**src/rtl/mem_port_arb_if.sv**
```systemverilog
// ============================================================================
// Module   : mem_port_arb_if
// Brief    : Fetch, data and memory-port signal bundle for mem_port_arb.
//            The master modport is the arbiter's view; slave is the view of
//            the requesters and memory around it.
// Revision : 1.0 - initial release
// ============================================================================
`default_nettype none

interface mem_port_arb_if;
    logic        if_req;
    logic [31:0] if_addr;
    logic        if_valid;
    logic [31:0] if_rdata;

    logic        d_req;
    logic        d_we;
    logic [1:0]  d_size;
    logic [31:0] d_addr;
    logic [31:0] d_wdata;
    logic        d_valid;
    logic [31:0] d_rdata;
    logic        d_misaligned;

    logic        mem_req;
    logic [31:0] mem_addr;
    logic [3:0]  mem_be;
    logic [31:0] mem_wdata;
    logic        mem_ack;
    logic [31:0] mem_rdata;

    logic        stall;

    modport master (
        input  if_req, if_addr, d_req, d_we, d_size, d_addr, d_wdata,
               mem_ack, mem_rdata,
        output if_valid, if_rdata, d_valid, d_rdata, d_misaligned,
               mem_req, mem_addr, mem_be, mem_wdata, stall
    );

    modport slave (
        output if_req, if_addr, d_req, d_we, d_size, d_addr, d_wdata,
               mem_ack, mem_rdata,
        input  if_valid, if_rdata, d_valid, d_rdata, d_misaligned,
               mem_req, mem_addr, mem_be, mem_wdata, stall
    );
endinterface

`default_nettype wire

```
**src/rtl/mem_port_arb.sv**
```systemverilog
// ============================================================================
// Module   : mem_port_arb
// Brief    : Shares one memory port between instruction fetch and data
//            load/store. Optional macro MEM_ARB_RR_EN: round-robin tie-break.
// Revision : 1.0 - initial release
// ============================================================================
`default_nettype none

module mem_port_arb (
    input  logic           clk,
    input  logic           rst_n,
    mem_port_arb_if.master bus
);

    typedef enum logic [1:0] {
        S_IDLE  = 2'd0,
        S_FETCH = 2'd1,
        S_DATA  = 2'd2
    } state_t;

    state_t      r_state, w_state_nxt;
    logic        r_mem_req, w_mem_req_nxt;
    logic [31:0] r_mem_addr, w_mem_addr_nxt;
    logic [3:0]  r_mem_be, w_mem_be_nxt;
    logic [31:0] r_mem_wdata, w_mem_wdata_nxt;
    logic        r_if_valid, w_if_valid_nxt;
    logic [31:0] r_if_rdata, w_if_rdata_nxt;
    logic        r_d_valid, w_d_valid_nxt;
    logic [31:0] r_d_rdata, w_d_rdata_nxt;
    logic        r_d_mis, w_d_mis_nxt;

    logic [3:0]  w_st_be;
    logic [31:0] w_st_wdata;
    logic        w_misaligned;
    logic        w_d_first;
    logic        w_grant_d;
    logic        w_grant_f;
    logic        w_unused_bits;

    // Fetches are always word accesses, so the low address bits carry nothing.
    assign w_unused_bits = &{1'b0, bus.if_addr[1:0]};

    // Lane steering: byte/half data is replicated so any lane sees it.
    always_comb begin
        w_st_be      = 4'b1111;
        w_st_wdata   = bus.d_wdata;
        w_misaligned = 1'b0;
        case (bus.d_size)
            2'b01: begin
                w_st_be    = 4'b0001 << bus.d_addr[1:0];
                w_st_wdata = {4{bus.d_wdata[7:0]}};
            end
            2'b10: begin
                w_st_be      = bus.d_addr[1] ? 4'b1100 : 4'b0011;
                w_st_wdata   = {2{bus.d_wdata[15:0]}};
                w_misaligned = bus.d_addr[0];
            end
            default: w_misaligned = |bus.d_addr[1:0];
        endcase
        if (!bus.d_we) begin
            w_st_be    = 4'b0000;
            w_st_wdata = 32'h0000_0000;
        end
    end

`ifdef MEM_ARB_RR_EN
    logic r_last_d, w_last_d_nxt;

    assign w_d_first = ~r_last_d;

    always_comb begin
        w_last_d_nxt = r_last_d;
        if (r_state == S_IDLE) begin
            if (w_grant_d)
                w_last_d_nxt = 1'b1;
            else if (w_grant_f)
                w_last_d_nxt = 1'b0;
        end
    end

    always_ff @(posedge clk) begin
        if (!rst_n)
            r_last_d <= 1'b0;
        else
            r_last_d <= w_last_d_nxt;
    end
`else
    assign w_d_first = 1'b1;
`endif

    assign w_grant_d = bus.d_req & (w_d_first | ~bus.if_req);
    assign w_grant_f = bus.if_req & ~w_grant_d;

    always_comb begin
        w_state_nxt     = r_state;
        w_mem_req_nxt   = r_mem_req;
        w_mem_addr_nxt  = r_mem_addr;
        w_mem_be_nxt    = r_mem_be;
        w_mem_wdata_nxt = r_mem_wdata;
        w_if_valid_nxt  = 1'b0;
        w_if_rdata_nxt  = r_if_rdata;
        w_d_valid_nxt   = 1'b0;
        w_d_rdata_nxt   = r_d_rdata;
        w_d_mis_nxt     = 1'b0;
        case (r_state)
            S_IDLE: begin
                if (w_grant_d) begin
                    if (w_misaligned) begin
                        // Rejected locally: complete without touching memory.
                        w_d_valid_nxt = 1'b1;
                        w_d_mis_nxt   = 1'b1;
                        w_d_rdata_nxt = 32'h0000_0000;
                    end else begin
                        w_state_nxt     = S_DATA;
                        w_mem_req_nxt   = 1'b1;
                        w_mem_addr_nxt  = {bus.d_addr[31:2], 2'b00};
                        w_mem_be_nxt    = w_st_be;
                        w_mem_wdata_nxt = w_st_wdata;
                    end
                end else if (w_grant_f) begin
                    w_state_nxt     = S_FETCH;
                    w_mem_req_nxt   = 1'b1;
                    w_mem_addr_nxt  = {bus.if_addr[31:2], 2'b00};
                    w_mem_be_nxt    = 4'b0000;
                    w_mem_wdata_nxt = 32'h0000_0000;
                end
            end
            S_FETCH: begin
                if (bus.mem_ack) begin
                    w_state_nxt    = S_IDLE;
                    w_mem_req_nxt  = 1'b0;
                    w_if_valid_nxt = 1'b1;
                    w_if_rdata_nxt = bus.mem_rdata;
                end
            end
            S_DATA: begin
                if (bus.mem_ack) begin
                    w_state_nxt   = S_IDLE;
                    w_mem_req_nxt = 1'b0;
                    w_d_valid_nxt = 1'b1;
                    w_d_rdata_nxt = bus.mem_rdata;
                end
            end
            default: begin
                w_state_nxt   = S_IDLE;
                w_mem_req_nxt = 1'b0;
            end
        endcase
    end

    always_ff @(posedge clk) begin
        if (!rst_n) begin
            r_state     <= S_IDLE;
            r_mem_req   <= 1'b0;
            r_mem_addr  <= 32'h0000_0000;
            r_mem_be    <= 4'b0000;
            r_mem_wdata <= 32'h0000_0000;
            r_if_valid  <= 1'b0;
            r_if_rdata  <= 32'h0000_0000;
            r_d_valid   <= 1'b0;
            r_d_rdata   <= 32'h0000_0000;
            r_d_mis     <= 1'b0;
        end else begin
            r_state     <= w_state_nxt;
            r_mem_req   <= w_mem_req_nxt;
            r_mem_addr  <= w_mem_addr_nxt;
            r_mem_be    <= w_mem_be_nxt;
            r_mem_wdata <= w_mem_wdata_nxt;
            r_if_valid  <= w_if_valid_nxt;
            r_if_rdata  <= w_if_rdata_nxt;
            r_d_valid   <= w_d_valid_nxt;
            r_d_rdata   <= w_d_rdata_nxt;
            r_d_mis     <= w_d_mis_nxt;
        end
    end

    assign bus.mem_req      = r_mem_req;
    assign bus.mem_addr     = r_mem_addr;
    assign bus.mem_be       = r_mem_be;
    assign bus.mem_wdata    = r_mem_wdata;
    assign bus.if_valid     = r_if_valid;
    assign bus.if_rdata     = r_if_rdata;
    assign bus.d_valid      = r_d_valid;
    assign bus.d_rdata      = r_d_rdata;
    assign bus.d_misaligned = r_d_mis;
    assign bus.stall        = rst_n & ((bus.if_req & ~r_if_valid) | (bus.d_req & ~r_d_valid));

endmodule

`default_nettype wire

```
**src/flat_wrapper.sv**
```systemverilog
// flat-port wrapper written by rule: the top's interface ports become plain ports
module mem_port_arb_flat 
  (clk, rst_n, bus_if_req, bus_if_addr, bus_d_req, bus_d_we, bus_d_size, bus_d_addr, bus_d_wdata, bus_mem_ack, bus_mem_rdata, bus_if_valid, bus_if_rdata, bus_d_valid, bus_d_rdata, bus_d_misaligned, bus_mem_req, bus_mem_addr, bus_mem_be, bus_mem_wdata, bus_stall);
  mem_port_arb_if bus_i ();
  input  logic clk;
  input  logic rst_n;
  input wire logic [$bits(bus_i.if_req)-1:0] bus_if_req;
  input wire logic [$bits(bus_i.if_addr)-1:0] bus_if_addr;
  input wire logic [$bits(bus_i.d_req)-1:0] bus_d_req;
  input wire logic [$bits(bus_i.d_we)-1:0] bus_d_we;
  input wire logic [$bits(bus_i.d_size)-1:0] bus_d_size;
  input wire logic [$bits(bus_i.d_addr)-1:0] bus_d_addr;
  input wire logic [$bits(bus_i.d_wdata)-1:0] bus_d_wdata;
  input wire logic [$bits(bus_i.mem_ack)-1:0] bus_mem_ack;
  input wire logic [$bits(bus_i.mem_rdata)-1:0] bus_mem_rdata;
  output wire logic [$bits(bus_i.if_valid)-1:0] bus_if_valid;
  output wire logic [$bits(bus_i.if_rdata)-1:0] bus_if_rdata;
  output wire logic [$bits(bus_i.d_valid)-1:0] bus_d_valid;
  output wire logic [$bits(bus_i.d_rdata)-1:0] bus_d_rdata;
  output wire logic [$bits(bus_i.d_misaligned)-1:0] bus_d_misaligned;
  output wire logic [$bits(bus_i.mem_req)-1:0] bus_mem_req;
  output wire logic [$bits(bus_i.mem_addr)-1:0] bus_mem_addr;
  output wire logic [$bits(bus_i.mem_be)-1:0] bus_mem_be;
  output wire logic [$bits(bus_i.mem_wdata)-1:0] bus_mem_wdata;
  output wire logic [$bits(bus_i.stall)-1:0] bus_stall;
  assign bus_i.if_req = bus_if_req;
  assign bus_i.if_addr = bus_if_addr;
  assign bus_i.d_req = bus_d_req;
  assign bus_i.d_we = bus_d_we;
  assign bus_i.d_size = bus_d_size;
  assign bus_i.d_addr = bus_d_addr;
  assign bus_i.d_wdata = bus_d_wdata;
  assign bus_i.mem_ack = bus_mem_ack;
  assign bus_i.mem_rdata = bus_mem_rdata;
  assign bus_if_valid = bus_i.if_valid;
  assign bus_if_rdata = bus_i.if_rdata;
  assign bus_d_valid = bus_i.d_valid;
  assign bus_d_rdata = bus_i.d_rdata;
  assign bus_d_misaligned = bus_i.d_misaligned;
  assign bus_mem_req = bus_i.mem_req;
  assign bus_mem_addr = bus_i.mem_addr;
  assign bus_mem_be = bus_i.mem_be;
  assign bus_mem_wdata = bus_i.mem_wdata;
  assign bus_stall = bus_i.stall;
  mem_port_arb u_core (.clk(clk), .rst_n(rst_n), .bus(bus_i));
endmodule
```
**config.mk**
```make
export PLATFORM = sky130hd
export DESIGN_NAME = mem_port_arb_flat
export DESIGN_NICKNAME = d
export VERILOG_FILES = /design/src/rtl/mem_port_arb_if.sv /design/src/rtl/mem_port_arb.sv /design/src/flat_wrapper.sv
export SDC_FILE = /design/constraint.sdc
export NUM_CORES = 1
export LEC_CHECK = 0
export CAP_MARGIN = 20
export CELL_PAD_IN_SITES_DETAIL_PLACEMENT = 1
export CELL_PAD_IN_SITES_GLOBAL_PLACEMENT = 1
export CORE_UTILIZATION = 33
export CTS_CLUSTER_DIAMETER = 100
export DETAILED_ROUTE_END_ITERATION = 6
export MAX_ROUTING_LAYER = met4
export PLACE_DENSITY_LB_ADDON = 0.1
export SYNTH_ARGS = -nofsm -noshare
export SYNTH_HDL_FRONTEND = slang
export SYNTH_SLANG_ARGS = --single-unit
```
**constraint.sdc**
```tcl
create_clock -name clk -period 2.9 [get_ports clk]
set_input_delay 0.58 -clock clk [delete_from_list [all_inputs] [get_ports clk]]
set_output_delay 0.58 -clock clk [all_outputs]
set_load 0.02 [all_outputs]
```
======== After elaboration in Yosys (flattened, before gate mapping) ========
Index checks and enable logic that the tools add are counted.
storage, ports and cells
  output and inout bits ................... 137
  logic and storage cells ................. 74
  memories ................................ 0
  input bits .............................. 136
  flip-flop bits (word level) ............. 138
  bits in writable memories ............... 0
  bits in read-only memories .............. 0
  latch bits .............................. 0
cells by class
  equality and inequality tests ........... 11
  muxes and demuxes ....................... 33
  $mul .................................... 0
  $lt $le $gt $ge ......................... 0
  bitwise logic cells ..................... 8
  $add $sub $neg .......................... 0
  reduce and logical (&&, ||, !) cells .... 11
  divide/modulo/power cells ............... 0
  shift-type cells ........................ 1
operator list
  operator               number
  $mux W32               10
  $pmux W32 S2           2
  $mux W4                5
  $mux W2                4
  $pmux W4 S2            1
  $mux W1                7
  $ne A2 B2 Y1 const B   3
  $pmux W1 S2            3
  $reduce_and A2 Y1      3
  $reduce_and A3 Y1      2
  $and A1 B1 Y1          4
  $eq A2 B1 Y1 const B   2
  $eq A2 B2 Y1 const B   2
  $ne A2 B1 Y1 const B   2
  $pmux W2 S2            1
  $reduce_and A4 Y1      1
  $reduce_bool A2 Y1     2
  $reduce_or A2 Y1       2
  $shl A1 B2 Y4 const A  1
  $ne A3 B2 Y1 const B   1
  $ne A3 B3 Y1 const B   1
  $not A1 Y1             3
  $logic_not A2 Y1       1
  $or A1 B1 Y1           1

======== Depth between registers and ports, before layout ========
Gate-level depths: netlist of run 1.
  depth after elaboration ................. 5
  mapped depth ............................ 8
  gate-level depth less buffers ........... 6

======== Least setup slack after synthesis of run 1 ========
OpenSTA, ideal clock, no wires.
  path kind ............................... input-to-reg
  from .................................... in bus_d_size[0]
  to ...................................... reg u_core.r_mem_be[2] (netlist: u_core.bus.mem_be[2])
  buffers on the path ..................... 2
  arrival time ............................ 1,838 ps
  required time ........................... 2,841 ps
  path slack .............................. 1,003 ps
  library setup time ...................... 59 ps
  stages on the path ...................... 8
  cells stage by stage .................... inv_1 > ha_1 > a21oi_1 > a221o_1 > buf_2 > buf_6 > o211ai_1 > nand2_1
on the way
  longest elaborated chain between the ends .. 5
  elaborated cells between the ends (all ways) .. 9
  those cells by class .................... eq/ne (3); mux (5); reduce/logical (1)
RTL lines
  what                                                 RTL line             source
  from (decl)                                          flat_wrapper.sv:11   input wire logic [$bits(bus_i.d_size)-1:0] bus_d_size;
  $eq A2 B2 Y1 / $eq A2 B1 Y1 (equally long branches)  mem_port_arb.sv:48   case (bus.d_size)
  $pmux W4 S2                                          mem_port_arb.sv:48
  $mux W4                                              mem_port_arb.sv:60   if (!bus.d_we) begin
  $mux W4                                              mem_port_arb.sv:108  if (w_misaligned) begin
  $mux W4                                              mem_port_arb.sv:107  if (w_grant_d) begin
  to (signal assigned)                                 mem_port_arb.sv:167  r_mem_be <= w_mem_be_nxt;
  to (decl)                                            mem_port_arb.sv:24   logic [3:0] r_mem_be, w_mem_be_nxt;
Several ways; a longest one is shown, not always the timed one. The select of a mux whose other input is x is not followed.
A chain may end at the register's enable or synchronous reset.

======== Worst setup path in the final report of run 1 ========
  from .................................... in bus_if_req
  to ...................................... out bus_stall
on the way
  longest elaborated chain between the ends .. 3
RTL lines
  what           RTL line             source
  from (decl)    flat_wrapper.sv:7    input wire logic [$bits(bus_i.if_req)-1:0] bus_if_req;
  $and A1 B1 Y1  mem_port_arb.sv:186  assign bus.stall = rst_n & ((bus.if_req & ~r_if_valid) | (bus.d_req & ~r_d_valid));
  $or A1 B1 Y1   mem_port_arb.sv:186
  $and A1 B1 Y1  mem_port_arb.sv:186
  to (decl)      flat_wrapper.sv:25   output wire logic [$bits(bus_i.stall)-1:0] bus_stall;
No other way between the ends.

==> results.toml, run 1 <==
[routing]
drt_first_pass_iters = 4
route.vias.total = 7141
routed_antenna_nets = 0
vias_per_cell = 5.25
detail_route.drc_violations = 0
wire_per_inst_um = 17.4
detail_route.iter0.violations = 362
drt_wl_total_um = 23700

[yosys]
proportion_of_register_bits_with_asynchronous_set_or_reset_after_synthesis_pct = 0
synth_area_per_cell_sq_um = 7.76
synth_cell_types = 40
post_synth_inst_count = 853
yosysWarnings = 0
ys_seq_area_share_pct = 41.1
postSynth.topFlopCell = "dfxtp_1"
post_synth_instance_area_sq_um = 6620
synth_edf_count = 0
register_bit_count_reported_by_yosys = 136

[worst_setup_path]
reg2reg_slack_ns = 0.88
crit_start_category = "primary input"
cp_cell_sequence = "clkdlybuf4s50_1 -> inv_1 -> o22ai_1 -> and2_1 -> clkdlybuf4s50_1"
worstSetupPathDepth = 5
critPathSlowestCell = "clkdlybuf4s50_1"
rr_startpoint = "u_core.r_state[0]$_SDFFE_PN0P_"
rr_endpoint = "u_core.bus.d_rdata[23]$_SDFFE_PN0P_"
worst-path-max-fanout = 3
worst-setup-path-type = "primary input to primary output"
critical-path-top-delay-family = "buffers and inverters"
critPathCaptureType = "primary output"
max_incr_delay_on_cp_ns = 0.63
cells_on_worst_reg2reg_path = 7
crit_buf_inv = 3
end_of_the_critical_path = "bus_stall"
worstPathArrival_ns = 2.06
critical-path-top-cell-by-count = "clkdlybuf4s50_1"
required_time_worst_endpoint_ns = 2.32
crit_start = "bus_if_req"

[timing]
timing.final.hold_violations = 0
final.period_utilization_pct = 90.9
worst-slew-pin-transition_ns = 0.542
hold_slack_ns = 0.453
post-route-min-period_ns = 2.64
timing.slew.headroom_pct = 63.7
setup_viol = 0
finClkSkew_ns = 0.0115
rsz0062_at_grt = "false"
totalNegativeSetupSlack_ns = 0
slew_viol_final = 0
timing.fmax_ghz = 0.379

[layout]
layout-drive-gt1-share_pct = 6.21
post-route-util_pct = 51.4
antenna_cells = 0
finish.cell_count_without_fillers = 1360
flow.area_growth_from_synthesis_pct = 52.0
nNetsFinal = 1224

[floorplan]
rows = 51
initial_utilization_pct = 33.8
core-area_sq_um = 19600
die-width_um = 144
die_footprint_sq_um = 20600
ios = 273
die-height_um = 144

[place]
hpwl_um = 16300
numPlacedInstances = 1329
gp_congestion = 0.745
portBuffers = 268

[global_routing]
grt_max_degree = 69
globalRouteTotalUtil_pct = 24.2
antenna_found_initial = 0
grt_first_pass_wirelength_um = 37700
first_global_vias = 7164
grt.overflow.total = 0

[power_and_ir_drop]
p_leak_nw = 3.44
power_per_cell_area_nw_per_um2 = 527
power.ir.vdd_worst_v = 0.000360

[cts]
cts.clk_slew.worst_paths_ns = 0.06
clock_tree.htree_level_count = 4
clock_sinks = 136
tritoncts = "yes"
cts.hold.buffers_added = 0
ctsRootBufferMaster = "clkbuf_16"
post_cts.repair.setup_buffers = 0
clock_insertion_delay_worst_skew_ns = 0.42
clock_path_buffers = 2
ctsResizeCount = 0
cts-buffers-inserted = 17

[run_status]
run_status = "finished, final reports clean"

[run]
drv.max_cap_violation_count = 0

[worst_hold_path]
holdCritStartpoint = "u_core.bus.mem_wdata[6]$_SDFFE_PN0P_"
hold_class = "flip-flop to flip-flop"
report_power, final:
| part | internal (mW) | switching (mW) | leakage (nW) |
|---|---|---|---|
| combinational | 0.551 | 0.690 | 2.07 |
| sequential | 1.98 | 0.0774 | 1.11 |
| clock | 1.19 | 0.817 | 0.262 |
flip-flops by register name, indices dropped and copies added (netlist names), 2 cells and up:
register              cells
u_core.bus.d_rdata       32
u_core.bus.if_rdata      32
u_core.bus.mem_addr      30
u_core.bus.mem_be         4
u_core.bus.mem_wdata     32
u_core.r_state            2
cell type report:
type	instances	area (sq um)
Clock buffer	21	450
Clock inverter	10	80.1
Fill cell	2384	9530
Inverter	10	37.5
Multi-Input combinational cell	623	3520
Sequential cell	136	2720
Tap cell	265	332
Timing Repair Buffer	295	2930
tightest hold or removal path: stages (launching register included):
cell and delay [ns]:
dfxtp_1 0.31, nand3_1 0.06, nand2_1 0.04
placed cells by master (no fill, tap or decap), drive strengths merged, types with 2 or more instances in the layout:
| master | synthesis | final |
|---|---|---|
| clkdlybuf4s50 | 0 | 266 |
| dfxtp | 136 | 136 |
| nand2 | 112 | 112 |
| nand3 | 111 | 111 |
| a21oi | 110 | 110 |
| o21ai | 66 | 66 |
| nor2 | 42 | 42 |
| nand2b | 34 | 34 |
| o221ai | 32 | 32 |
| mux2i | 30 | 30 |
| a211oi | 30 | 30 |
| buf | 30 | 29 |
| clkbuf | 55 | 21 |
| o31ai | 11 | 11 |
| inv | 9 | 10 |
| a221oi | 9 | 9 |
| nor3b | 8 | 8 |
| clkinv | 1 | 7 |
| and2 | 6 | 6 |
| ha | 5 | 5 |
| nor2b | 3 | 3 |
| a31oi | 2 | 2 |
| conb | 1 | 2 |
| clkinvlp | 0 | 2 |
synthesized netlist by cell type, drive strengths merged, types with 9 or more instances:
| library cell | n | area (sq um) |
|---|---|---|
| nand2b | 34 | 213 |
| buf | 30 | 160 |
| a221oi | 9 | 96.4 |
| nor2 | 42 | 158 |
| o31ai | 11 | 82.6 |
| nand3 | 111 | 556 |
| a21oi | 110 | 551 |
| nand2 | 112 | 420 |
| inv | 9 | 33.8 |
| a211oi | 30 | 230 |
| o221ai | 32 | 280 |
| o21ai | 66 | 330 |
| dfxtp | 136 | 2720 |
| clkbuf | 55 | 206 |
| mux2i | 30 | 300 |
cell families after synthesis:
group                      count (synthesis)  share of synthesized area, %
buffers and inverters                     95                          6.10
muxes                                     30                          4.54
AOI/OAI and AO/OA                        266                          24.7
other                                      1                        0.0566
and+or+nand+nor                          320                          22.6
adders and majority gates                  5                         0.945
DFF                                      136                          41.1
metrics by stage:
| step | total power [mW] | setup slack [ns] | instance area, sq um |
|---|---|---|---|
| 6_report | 5.30 | 0.265 | 10100 |
| 5_1_grt | 5.57 | 0.191 | 10100 |
| 4_1_cts | 5.38 | 0.272 | 10100 |
| 3_5_place_dp | 3.35 | 0.240 | 9530 |
| 3_3_place_gp | 3.33 | 0.284 | 9530 |
| 2_1_floorplan | 2.73 | 1.00 | 6630 |
layer usage:
metal / wire length (um) / vias up / track usage, %
li1: - / 3496 / -
met3: 1250 / 14 / 5.83
met1: 10400 / 3465 / 28.7
met2: 11800 / 166 / 39.9
met5: 0 / - / -
met4: 276 / 0 / 7.95
how the worst min path moves through the flow:
stage,endpoint,slack [ns],depth (start not counted)
after global routing,u_core.bus.mem_wdata[5]$_SDFFE_PN0P_,0.48,2
after floorplan,u_core.r_state[1]$_SDFFE_PN0P_,0.49,2
final,u_core.bus.mem_wdata[6]$_SDFFE_PN0P_,0.45,2
after CTS,u_core.bus.if_rdata[31]$_SDFFE_PN0P_,0.46,2
after global placement,u_core.bus.mem_wdata[1]$_SDFFE_PN0P_,0.44,2
after detailed placement,u_core.bus.mem_wdata[5]$_SDFFE_PN0P_,0.45,2
No activity file was read; power rests on OpenSTA's default activity.
==> run 2, diff against run 1 <==
- CAP_MARGIN: 20 -> 25
==> results of run 2 <==
Final layout, timing and power as in run 1 (identical DEF).
